==> src/rtl/pulse_burst_pkg.sv <==
// -----------------------------------------------------------------------------
// pulse_burst_pkg
// Shared definitions for the pulse burst generator:
//   - state_t        : burst FSM state encoding (IDLE, HIGH, LOW, FINISH)
//   - DEF_CNT_W      : default width of high/low lengths and the phase counter
//   - DEF_LEN_W      : default width of burst length and the pulse counter
// -----------------------------------------------------------------------------
package pulse_burst_pkg;

   localparam int DEF_CNT_W = 16;
   localparam int DEF_LEN_W = 8;

   typedef enum logic [1:0] {
      IDLE   = 2'd0,
      HIGH   = 2'd1,
      LOW    = 2'd2,
      FINISH = 2'd3
   } state_t;

endpackage

==> src/rtl/burst_down_counter.sv <==
// -----------------------------------------------------------------------------
// burst_down_counter
// Loadable down-counter with a zero flag. Load has priority over decrement,
// and decrement holds at zero so the count can never wrap.
// Ports:
//   clk       : system clock, rising edge
//   reset_p   : asynchronous active-high reset (count cleared)
//   load      : load load_val this cycle
//   dec       : decrement by one (ignored when already zero)
//   load_val  : value to load
//   zero      : count is zero
// -----------------------------------------------------------------------------
module burst_down_counter #(
   parameter int W = 16
) (
   input  logic         clk,
   input  logic         reset_p,
   input  logic         load,
   input  logic         dec,
   input  logic [W-1:0] load_val,
   output logic         zero
);

   localparam logic [W-1:0] ONE = W'(1);

   logic [W-1:0] cnt;

   always_ff @(posedge clk or posedge reset_p) begin
      if (reset_p)
         cnt <= '0;
      else if (load)
         cnt <= load_val;
      else if (dec && !zero)
         cnt <= cnt - ONE;
   end

   assign zero = (cnt == '0);

endmodule

==> src/rtl/pulse_burst_gen.sv <==
// -----------------------------------------------------------------------------
// pulse_burst_gen
// Expands a single-cycle start strobe into a train of burst_len pulses, each
// high_len cycles high followed by low_len cycles low. Lengths are latched at
// the accepted start; a zero high/low length behaves as one cycle.
// Ports:
//   clk        : system clock, rising edge
//   reset_p    : asynchronous active-high reset
//   start      : strobe, begins a burst (ignored if stop is also high)
//   stop       : strobe, aborts a burst in progress without done
//   burst_len  : pulses per burst (0 = no pulses, done only)
//   high_len   : high cycles per pulse
//   low_len    : low cycles after each pulse
//   pulse_out  : registered pulse train
//   busy       : registered, high while pulses/gaps are being produced
//   done       : registered one-cycle strobe on normal completion
// Build option:
//   PULSE_BURST_RETRIGGER_EN : when defined, start during a burst re-latches
//                              lengths and restarts; otherwise it is ignored.
// -----------------------------------------------------------------------------
module pulse_burst_gen
   import pulse_burst_pkg::*;
#(
   parameter int CNT_W = DEF_CNT_W,
   parameter int LEN_W = DEF_LEN_W
) (
   input  logic             clk,
   input  logic             reset_p,
   input  logic             start,
   input  logic             stop,
   input  logic [LEN_W-1:0] burst_len,
   input  logic [CNT_W-1:0] high_len,
   input  logic [CNT_W-1:0] low_len,
   output logic             pulse_out,
   output logic             busy,
   output logic             done
);

   localparam logic [CNT_W-1:0] ONE_C = CNT_W'(1);
   localparam logic [LEN_W-1:0] ONE_L = LEN_W'(1);

   state_t           state;
   logic [CNT_W-1:0] hi_m1_in, lo_m1_in;
   logic [CNT_W-1:0] hi_m1_q, lo_m1_q;
   logic [LEN_W-1:0] bl_m1_in;
   logic             in_burst, can_start, accept, abort;

   // Counter controls
   logic             ph_load, ph_dec, ph_zero;
   logic [CNT_W-1:0] ph_val;
   logic             pl_load, pl_dec, pl_zero;

   // Counters hold length-1; a zero length saturates to 0 so it runs 1 cycle.
   assign hi_m1_in = (high_len  == '0) ? '0 : high_len  - ONE_C;
   assign lo_m1_in = (low_len   == '0) ? '0 : low_len   - ONE_C;
   assign bl_m1_in = (burst_len == '0) ? '0 : burst_len - ONE_L;

   assign in_burst = (state == HIGH) || (state == LOW);

`ifdef PULSE_BURST_RETRIGGER_EN
   assign can_start = (state == IDLE) || in_burst;
`else
   assign can_start = (state == IDLE);
`endif

   // stop beats start when both arrive together
   assign accept = start && !stop && can_start;
   assign abort  = stop && in_burst;

   // Phase counter times the current HIGH/LOW stretch; pulse counter holds
   // the number of pulses still to come after the current one.
   always_comb begin
      ph_load = 1'b0;
      ph_dec  = 1'b0;
      ph_val  = hi_m1_in;
      pl_load = 1'b0;
      pl_dec  = 1'b0;
      if (accept) begin
         ph_load = 1'b1;
         pl_load = 1'b1;
      end else if (!abort) begin
         case (state)
            HIGH: begin
               if (ph_zero) begin
                  ph_load = 1'b1;
                  ph_val  = lo_m1_q;
               end else begin
                  ph_dec = 1'b1;
               end
            end
            LOW: begin
               if (!ph_zero) begin
                  ph_dec = 1'b1;
               end else if (!pl_zero) begin
                  ph_load = 1'b1;
                  ph_val  = hi_m1_q;
                  pl_dec  = 1'b1;
               end
            end
            default: ;
         endcase
      end
   end

   burst_down_counter #(.W(CNT_W)) u_phase_cnt (
      .clk      (clk),
      .reset_p  (reset_p),
      .load     (ph_load),
      .dec      (ph_dec),
      .load_val (ph_val),
      .zero     (ph_zero)
   );

   burst_down_counter #(.W(LEN_W)) u_pulse_cnt (
      .clk      (clk),
      .reset_p  (reset_p),
      .load     (pl_load),
      .dec      (pl_dec),
      .load_val (bl_m1_in),
      .zero     (pl_zero)
   );

   // Outputs are registered alongside the state so each one is a flop Q and
   // reflects the state it belongs to in the same cycle.
   always_ff @(posedge clk or posedge reset_p) begin
      if (reset_p) begin
         state     <= IDLE;
         pulse_out <= 1'b0;
         busy      <= 1'b0;
         done      <= 1'b0;
         hi_m1_q   <= '0;
         lo_m1_q   <= '0;
      end else begin
         done <= 1'b0;
         if (accept) begin
            hi_m1_q <= hi_m1_in;
            lo_m1_q <= lo_m1_in;
            if (burst_len == '0) begin
               // Empty burst: straight to the completion strobe.
               state     <= FINISH;
               pulse_out <= 1'b0;
               busy      <= 1'b0;
               done      <= 1'b1;
            end else begin
               state     <= HIGH;
               pulse_out <= 1'b1;
               busy      <= 1'b1;
            end
         end else if (abort) begin
            state     <= IDLE;
            pulse_out <= 1'b0;
            busy      <= 1'b0;
         end else begin
            case (state)
               IDLE: ;
               HIGH: begin
                  if (ph_zero) begin
                     state     <= LOW;
                     pulse_out <= 1'b0;
                  end
               end
               LOW: begin
                  if (ph_zero) begin
                     if (pl_zero) begin
                        state <= FINISH;
                        busy  <= 1'b0;
                        done  <= 1'b1;
                     end else begin
                        state     <= HIGH;
                        pulse_out <= 1'b1;
                     end
                  end
               end
               FINISH: state <= IDLE;
               default: state <= IDLE;
            endcase
         end
      end
   end

endmodule

==> config.mk <==
export PLATFORM = sky130hd
export DESIGN_NAME = pulse_burst_gen
export DESIGN_NICKNAME = d
export VERILOG_FILES = /design/src/rtl/pulse_burst_pkg.sv /design/src/rtl/burst_down_counter.sv /design/src/rtl/pulse_burst_gen.sv
export SDC_FILE = /design/constraint.sdc
export NUM_CORES = 1
export LEC_CHECK = 0
export ABC_AREA = 1
export BUFFER_PORTS_ARGS = -buffer_cell sky130_fd_sc_hd__clkbuf_2
export CORE_UTILIZATION = 25
export DETAILED_ROUTE_END_ITERATION = 10
export PLACE_DENSITY = 0.38
export SKIP_CTS_REPAIR_TIMING = 1
export SLEW_MARGIN = 20
export SYNTH_ARGS = -nofsm -noshare
export SYNTH_HDL_FRONTEND = slang
export SYNTH_SLANG_ARGS = --single-unit
==> constraint.sdc <==
create_clock -name clk -period 2.6 [get_ports clk]
set_input_delay 0.26 -clock clk [delete_from_list [all_inputs] [get_ports clk]]
set_output_delay 0.26 -clock clk [all_outputs]
set_load 0.005 [all_outputs]
**Word-level counts from Yosys, hierarchy flattened**

Index checks and enable logic that the tools add are counted.

- Word-level logic and storage cells: 97
- Output and inout bits: 3
- Bits in registers: 61

- Add/sub/neg operators: 5
- Equality and inequality tests: 6
- Reduce and logical (&&, ||, !) cells: 26
- Muxes and demuxes: 52

Operators by type and width:

| kind | count |
|---|---|
| $mux W16 | 9 |
| $logic_not A16 Y1 | 3 |
| $sub A16 B1 Y16 const B | 3 |
| $pmux W16 S2 | 1 |
| $mux W1 | 30 |
| $mux W8 | 3 |
| $logic_not A8 Y1 | 2 |
| $sub A8 B1 Y8 const B | 2 |
| $mux W2 | 6 |
| $ne A4 B4 Y1 const B | 3 |
| $reduce_bool A3 Y1 | 3 |
| $pmux W2 S3 | 1 |
| $reduce_and A3 Y1 | 2 |
| $logic_and A1 B1 Y1 | 5 |
| $reduce_bool A5 Y1 | 1 |
| $eq A2 B2 Y1 const B | 2 |
| $pmux W1 S2 | 2 |
| $reduce_and A4 Y1 | 1 |
| $reduce_bool A2 Y1 | 2 |
| $reduce_bool A4 Y1 | 1 |
| $logic_not A1 Y1 | 3 |
| $eq A2 B1 Y1 const B | 1 |
| $logic_not A2 Y1 | 1 |
| $reduce_or A2 Y1 | 1 |
| $logic_or A1 B1 Y1 | 1 |

**Longest topological paths before layout**

Gate-level depths: netlist (run 1).

- Depth after elaboration: 9
- Mapped depth: 16

**Modules after synthesis**

Synthesis (run 1) repeated with hierarchy kept, for this count alone.

- Cells, all modules: 770
- Area, all modules: 4,962.3 um2

By module, submodules not included:

| module | area an instance (um2) | seq. area each (um2) | instances | cells an instance |
|---|---|---|---|---|
| pulse_burst_gen | 3,206.8 | 925.9 | 1 | 504 |
| burst_down_counter (u_phase_cnt) | 1,131.1 | 400.4 | 1 | 175 |
| burst_down_counter (u_pulse_cnt) | 624.3 | 200.2 | 1 | 91 |

**Worst setup path after synthesis (run 1)**

OpenSTA, ideal clock, no wires.

- Path kind: reg-to-reg
- Start point: reg state[1]
- End point: reg u_phase_cnt.cnt[3]
- Buffers on the path: 2
- Cell stages (with the launch flop): 12
- Clock period less this slack: 1,845 ps
- Data required time: 2,480 ps
- Setup slack: 755 ps
- Setup time: 120 ps
- Arrival: 1,724 ps
- Path through: dfrtp_1 inv_1 ha_1 clkbuf_1 inv_1 nand2_1 nand3_4 nand2_2 buf_4 nand3_1 o21ai_1 nand2_1

- Cells in the longest elaborated chain, start to end: 7
- Elaborated cells between the ends (all ways): 19

RTL lines:

| element | RTL line | text |
|---|---|---|
| start, declared | pulse_burst_gen.sv:42 | `state_t state;` |
| start signal, assigned | pulse_burst_gen.sv:127 | `state <= IDLE;` |
| start signal, assigned | pulse_burst_gen.sv:140 | `state <= FINISH;` |
| start signal, assigned | pulse_burst_gen.sv:145 | `state <= HIGH;` |
| $eq A2 B1 Y1 or $eq A2 B2 Y1 (tied branches) | pulse_burst_gen.sv:58, pulse_burst_gen.sv:82 |  |
| $reduce_or A2 Y1 (no source line) or $logic_or A1 B1 Y1 (tied branches) | - |  |
| $mux W1 or $logic_and A1 B1 Y1 (tied branches) | - |  |
| $mux W1 | pulse_burst_gen.sv:81 | `end else if (!abort) begin` |
| $mux W1 | pulse_burst_gen.sv:78 | `if (accept) begin` |
| $logic_and A1 B1 Y1 | burst_down_counter.sv:33 | `else if (dec && !zero)` |
| $reduce_bool A2 Y1 (no source line) | - |  |
| end signal, assigned | burst_down_counter.sv:32 | `cnt <= load_val;` |
| end signal, assigned | burst_down_counter.sv:34 | `cnt <= cnt - ONE;` |
| end, declared | burst_down_counter.sv:26 | `logic [W-1:0] cnt;` |

Several ways; a longest one is shown, not always the timed one.
A chain may end at the register's enable or synchronous reset.

**Worst setup path after layout (run 1)**

- Start point: reg u_phase_cnt.cnt[0]
- End point: reg u_phase_cnt.cnt[0]

- Cells in the longest elaborated chain, start to end: 7
- Elaborated cells between the ends (all ways): 21

RTL lines:

| element |
|---|
| branches (longest 7 deep; another with $sub A16 B1 Y16) |

Parallel ways; which one is timed is not known. The select of a mux whose other input is x is not followed.

==> flow_summary_export.csv, run 1 <==
group,metric,value,unit
outcome,status,"complete, no violations",
timing,hold_viol_final,0,
setup_path,critPathSlowestCell,"dfrtp_1",
placed_design,place_ws,0.201,ns
synthesis,ys.flop_type,"dfrtp_1",
synthesis,synth.largest_area_cell,"dfrtp_1",
cells_and_area,layout-drive-gt1-share,0.146,
setup_path,r2r_slack,0.30,ns
global_route,antenna_found_initial,0,
power_and_ir_drop,powerDensity,930,nW/um^2
cells_and_area,fin_nets,835,
timing,period_minus_slack,2.30,ns
synthesis,netlist_area,4760,um^2
cts,clockBufferDepth,2,
synthesis,synth.distinct_cells,40,
timing,slew_headroom,0.605,
detailed_routing,drtIter0Drc,290,
setup_path,cp_cell_sequence,"inv_1, ha_1, inv_1, nor2_1, nand3_2, nor2_4, nand2_2, inv_2, nand3_4, nand2_4, inv_1, a21oi_1, nand2_1, nand3_1",
floorplanning,die_area,19600,um^2
cells_and_area,n_antenna_cell,0,
global_route,grt_max_degree,31,
cells_and_area,nFillCells,2072,
timing,timing.fmax,436,MHz
floorplanning,rows,50,
worst_hold_path,min_path_cells,2,
synthesis,syn_area_per_cell,6.60,um^2
timing,rsz0062_at_grt,"false",
setup_path,critPathKind,"reg -> reg",
cts,clkLatencyLatePin,0.34,ns
setup_path,cp_max_fo,15,
detailed_routing,wl_per_cell,15.3,um
global_route,overflow,0,
synthesis,synth-compound-area-share,0.137,
cts,clkSinkCount,61,
floorplanning,fp.dieW,140,um
synthesis,synth_top_family_by_area,"simple AND/OR/NAND/NOR gates",
setup_path,setup.worst_path.end_class,"register",
synthesis,synthAdderAreaFrac,0.0341,
timing,setup_ws,0.305,ns
cts,clk_pin_slew_worst_paths,0.05,ns
job,maxCapViolCount,0,
cells_and_area,finish.instance_area,5600,um^2
floorplanning,die_h,140,um
setup_path,rr_worst_depth,14,
global_route,grt_util_all_layers,0.169,
global_route,grt_pass1_wl,25300,um
timing,finalSetupViolations,0,
detailed_routing,ant_nets,0,
detailed_routing,drc_errors,0,
synthesis,synth_area_leaders,"dfrtp_1 32%, nand2_1 15%, inv_1 6.9%",
floorplanning,io_pins,47,
worst_hold_path,hold_path.class,"in -> reg",
power_and_ir_drop,max-vdd-ir-drop,0.000310,V
setup_path,critPathLaunchType,"register",
detailed_routing,first_pass_iters,4,
cts,cts_buffers,9,
timing,finalCritPeriodShare,0.883,
synthesis,synth_top_area_frac,0.320,
placed_design,dpl.hpwl,12400,um
synthesis,syn_nets,779,
cts,htreeDepth,3,
placed_design,place_area,5310,um^2
synthesis,synthArstFlopShare,1.00,
synthesis,synth_edf_count,0,
floorplanning,initial_core_util,0.255,
setup_path,reg2reg_from,"u_phase_cnt.cnt[0]",
floorplanning,core-area,18700,um^2
synthesis,synth.area.mux_share,0,
timing,finClkSkew,0.00917,ns
synthesis,yosysMostFrequentCell,"nand2_1",
global_route,first_global_vias,4618,
detailed_routing,num_vias,4704,
setup_path,cp.required,2.87,ns
synthesis,netlist_top_cells_count,"195 x nand2_1, 88 x inv_1, 81 x nor2_1",
synthesis,synth_xor_area_frac,0.0478,
setup_path,crit_top_cell,"inv_1",
detailed_routing,routed_wl,15600,um
worst_hold_path,min_from,"low_len[0]",
cts,cts-root-buf,"clkbuf_16",
synthesis,postSynthCellCount,722,
timing,final-max-slew-violation-count,0,
power_and_ir_drop,leakagePower,2.74,nW
cells_and_area,area_growth,17.6,%
synthesis,synth_warnings,0,
cts,cts_tree,"done",
setup_path,cp_data_arrival_time,2.57,ns
synthesis,synth-seq-cells,61,
detailed_routing,viasPerCell,4.63,
setup_path,r2r_end,"u_phase_cnt.cnt[0]",
synthesis,synth-simple-area-share,0.366,
placed_design,place_congestion,0.878,
timing,finalSetupTns,0,ns
setup_path,max_stage_delay,0.39,ns
synthesis,ys_seq_area_frac,0.320,
worst_hold_path,holdPathEnd,"lo_m1_q[0]",
timing,holdWs,0.136,ns
placed_design,port_buffers,46,
cells_and_area,finalCoreUtilization,0.299,
timing,worst_slew_pin_slew,0.593,ns
[how the worst max path moves through the flow]
stage                                  start                  to  slack [ns]  depth (start not counted)
after floorplan                     state[1]  u_phase_cnt.cnt[3]        0.76                         11
after global placement    u_phase_cnt.cnt[0]  u_phase_cnt.cnt[0]        0.23                         14
final                     u_phase_cnt.cnt[0]  u_phase_cnt.cnt[0]        0.30                         14
after detailed placement  u_phase_cnt.cnt[0]  u_phase_cnt.cnt[0]        0.20                         14
after CTS                 u_phase_cnt.cnt[0]  u_phase_cnt.cnt[0]        0.18                         14
after global routing      u_phase_cnt.cnt[0]  u_phase_cnt.cnt[7]        0.02                         15
[layer usage]
layer  wire [um]  GRT usage
met1        7730      0.228
met5           0          0
met2        7110      0.271
met3         484     0.0260
met4         234     0.0630
[placed cells by master (no fill, tap or decap), types with 2 or more instances in the layout]
cell and n:
a21oi_1 31, o22ai_1 10, nand4_1 8, inv_2 12, clkbuf_2 46, inv_1 87, clkbuf_16 9, or2_0 2
clkbuf_8 3, nor3_1 11, nand3_2 2, nand2_2 6, nor2_1 81, dfrtp_1 61, o31ai_1 3, buf_4 13
nand2_1 195, nor2_2 7, ha_1 13, nor2_4 5, nand3_4 2, nand2_4 2, a22oi_1 5, xnor2_1 9
o21ai_1 7, nand3b_1 3, nand3_1 61, o21ai_0 53, clkbuf_1 2, o211ai_1 4, xor2_1 17
[worst max-delay path, delay by kind of cell, from the launching register on]
family | cells | cell delay (ns)
simple gates | 8 | 1.02
buf+inv | 4 | 0.45
flops | 1 | 0.39
compound gates | 1 | 0.19
fa+ha+maj | 1 | 0.18
[power by group]
part,internal [mW],switching (mW)
Sequential,1.39,0.341
Combinational,0.795,1.52
Clock,0.717,0.438
Total,2.90,2.30
[per-stage QoR]
stage | power (mW) | std cells
finish | 5.21 | 1016
global route | 5.69 | 1016
CTS | 5.26 | 1015
detailed placement | 4.07 | 1000
global placement | 4.08 | 1000
floorplan | 3.32 | 722
[flip-flops by register name, summed over array words and instances, names as in the netlist]
name / flops
hi_m1_q: 16
lo_m1_q: 16
u_phase_cnt.cnt: 16
u_pulse_cnt.cnt: 8
state: 2
busy: 1
done: 1
pulse_out: 1
[logic make-up (layout without fill, tap and decap cells)]
kind of cell               count (synthesis)  count (layout)
AOI/OAI and AO/OA                        117             117
adders and majority gates                 13              13
DFF                                       61              61
xor gates and xnor gates                  26              26
and+or+nand+nor                          391             391
buffers and inverters                    114             174
[cell type report]
cell class / instances / area (um^2) / area share
inverters: 99 / 372 / 0.0664
well taps: 234 / 293 / 0.0523
repair buffers: 60 / 338 / 0.0603
clock inverters: 1 / 5.00 / 0.000894
clock buffers: 14 / 274 / 0.0489
flip-flops and latches: 61 / 1530 / 0.273
multi-input cells: 547 / 2790 / 0.499
Power figures use the tool's default switching activity.
==> run 2, diff against run 1 <==
--- a/config.mk
+++ b/config.mk
@@ -7,9 +7,9 @@
 export LEC_CHECK = 0
 export ABC_AREA = 1
 export BUFFER_PORTS_ARGS = -buffer_cell sky130_fd_sc_hd__clkbuf_2
-export CORE_UTILIZATION = 25
+export CORE_UTILIZATION = 40
 export DETAILED_ROUTE_END_ITERATION = 10
-export PLACE_DENSITY = 0.38
+export PLACE_DENSITY_LB_ADDON = 0.1
 export SKIP_CTS_REPAIR_TIMING = 1
 export SLEW_MARGIN = 20
 export SYNTH_ARGS = -nofsm -noshare
==> constraint.sdc (replaced) <==
create_clock -name clk -period 2.6 [get_ports clk]
set_input_delay 0.26 -clock clk [delete_from_list [all_inputs] [get_ports clk]]
set_output_delay 0.26 -clock clk [all_outputs]
set_load 0.01 [all_outputs]
==> flow_summary_export.csv, run 2 (synthesized netlist as in run 1, its figures left out) <==
group,metric,value,unit
cts,clkSinkCount,61,
timing,holdWs,0.140,ns
setup_path,cp.required,2.83,ns
cts,cts_tree,"done",
cells_and_area,n_antenna_cell,0,
setup_path,cp_cell_sequence,"inv_1, ha_1, inv_1, nor2_1, nand3_2, nor2_4, nand2_2, inv_2, nand3_4, nand2_2, nand2_1, a21oi_1, nand2_1, nand2_1, nand2_1",
timing,final-max-slew-violation-count,0,
timing,finClkSkew,0.00503,ns
floorplanning,fp.dieW,111,um
timing,worst_slew_pin_slew,0.579,ns
floorplanning,initial_core_util,0.414,
cts,cts_buffers,9,
placed_design,place_congestion,0.913,
cells_and_area,area_growth,14.3,%
cts,clockBufferDepth,2,
timing,finalCritPeriodShare,0.894,
cells_and_area,nFillCells,1206,
cells_and_area,reg_top3,"hi_m1_q x16, lo_m1_q x16, u_phase_cnt.cnt x16",
cts,clk_pin_slew_worst_paths,0.05,ns
setup_path,r2r_end,"u_phase_cnt.cnt[8]",
global_route,first_global_vias,4388,
power_and_ir_drop,swShare,0.437,
floorplanning,die_h,111,um
global_route,overflow,0,
cts,clkLatencyLatePin,0.34,ns
timing,hold_viol_final,0,
global_route,grt_max_degree,25,
power_and_ir_drop,leakagePower,2.72,nW
job,maxCapViolCount,0,
outcome,violations,"DRC",
cells_and_area,fin_nets,832,
floorplanning,io_pins,47,
timing,finalSetupViolations,0,
placed_design,dpl.hpwl,10800,um
setup_path,rr_worst_depth,15,
setup_path,crit_top_cell,"nand2_1",
floorplanning,die_area,12300,um^2
detailed_routing,first_pass_iters,8,
cts,cts-root-buf,"clkbuf_16",
power_and_ir_drop,total_power,5.08,mW
timing,timing.fmax,430,MHz
cts,htreeDepth,3,
power_and_ir_drop,clockPowerShare,0.214,
detailed_routing,ant_nets,0,
timing,finalSetupTns,0,ns
timing,period_minus_slack,2.32,ns
power_and_ir_drop,p_switching,2.22,mW
power_and_ir_drop,powerDensity,932,nW/um^2
cells_and_area,layout-drive-gt1-share,0.143,
setup_path,cp_top_family,"simple AND/OR/NAND/NOR gates",
global_route,grt_pass1_wl,22000,um
placed_design,place_ws,0.314,ns
detailed_routing,routed_wl,13600,um
setup_path,reg2reg_from,"u_phase_cnt.cnt[0]",
power_and_ir_drop,power_frac_seq,0.337,
timing,slew_headroom,0.614,
global_route,antenna_found_initial,0,
setup_path,setup.worst_path.end_class,"register",
detailed_routing,wl_per_cell,14.7,um
setup_path,cp_max_fo,15,
power_and_ir_drop,comb_power_share,0.449,
floorplanning,core-area,11500,um^2
worst_hold_path,holdPathEnd,"lo_m1_q[0]",
placed_design,port_buffers,46,
setup_path,cp_data_arrival_time,2.55,ns
setup_path,max_stage_delay,0.39,ns
setup_path,critPathSlowestCell,"dfrtp_1",
timing,setup_ws,0.275,ns
outcome,status,"complete, but fails checks",
timing,rsz0062_at_grt,"false",
cells_and_area,final_cell_mix,"195 x nand2_1, 87 x inv_1, 81 x nor2_1",
cells_and_area,final_common_cell,"nand2_1",
worst_hold_path,hold_path.class,"in -> reg",
global_route,grt_util_all_layers,0.230,
detailed_routing,num_vias,4687,
setup_path,r2r_slack,0.28,ns
worst_hold_path,min_from,"low_len[0]",
setup_path,critical_path_buf_inv_count,3,
setup_path,critPathLaunchType,"register",
setup_path,critPathKind,"reg -> reg",
worst_hold_path,min_path_cells,2,
power_and_ir_drop,internal_power,2.86,mW
detailed_routing,viasPerCell,5.09,
detailed_routing,drc_errors,2,
detailed_routing,drtIter0Drc,338,
floorplanning,rows,39,
power_and_ir_drop,max-vdd-ir-drop,0.000496,V
==> run 2: layout make-up <==
| type | instances | area (um^2) | area share |
|---|---|---|---|
| multi-input combinational | 547 | 2790 | 0.512 |
| tap | 143 | 179 | 0.0329 |
| clock inverter | 2 | 10.0 | 0.00184 |
| clock buffer | 12 | 256 | 0.0471 |
| timing repair buffer | 57 | 315 | 0.0579 |
| inverter | 99 | 372 | 0.0682 |
| sequential | 61 | 1530 | 0.280 |
==> run 2: layer usage <==
metal | global-route usage | vias to the layer above | wire, um
met5 | 0 | - | 0
met4 | 0.0883 | 0 | 301
met3 | 0.0448 | 24 | 621
met2 | 0.384 | 128 | 6250
met1 | 0.294 | 2106 | 6390
li1 | - | 2429 | -
==> run 2: how the worst max path moves through the flow <==
stage,start,to,slack (ns),depth (start not counted)
finish,u_phase_cnt.cnt[0],u_phase_cnt.cnt[8],0.28,15
global route,u_phase_cnt.cnt[0],u_phase_cnt.cnt[8],0.04,15
CTS,u_phase_cnt.cnt[0],u_phase_cnt.cnt[8],0.31,15
detailed placement,low_len[0],lo_m1_q[14],0.31,12
global placement,low_len[0],lo_m1_q[9],0.41,12
floorplan,state[1],u_phase_cnt.cnt[3],0.76,11
==> run 2: per-stage QoR <==
stage | std cells | instance area, um^2 | util
CTS | 920 | 5440 | 0.472
detailed placement | 906 | 5170 | 0.449
global placement | 906 | 5170 | 0.449
finish | 921 | 5450 | 0.473
global route | 921 | 5450 | 0.473
floorplan | 722 | 4760 | -
==> run 2: power by group through the flow <==
| stage | registers [mW] | clock network (mW) | logic (mW) |
|---|---|---|---|
| floorplan | 1.62 | 0 | 1.71 |
| global placement | 1.71 | 0 | 2.24 |
| detailed placement | 1.72 | 0 | 2.26 |
| CTS | 1.70 | 1.11 | 2.27 |
| global route | 1.76 | 1.16 | 2.57 |
| finish | 1.71 | 1.09 | 2.28 |
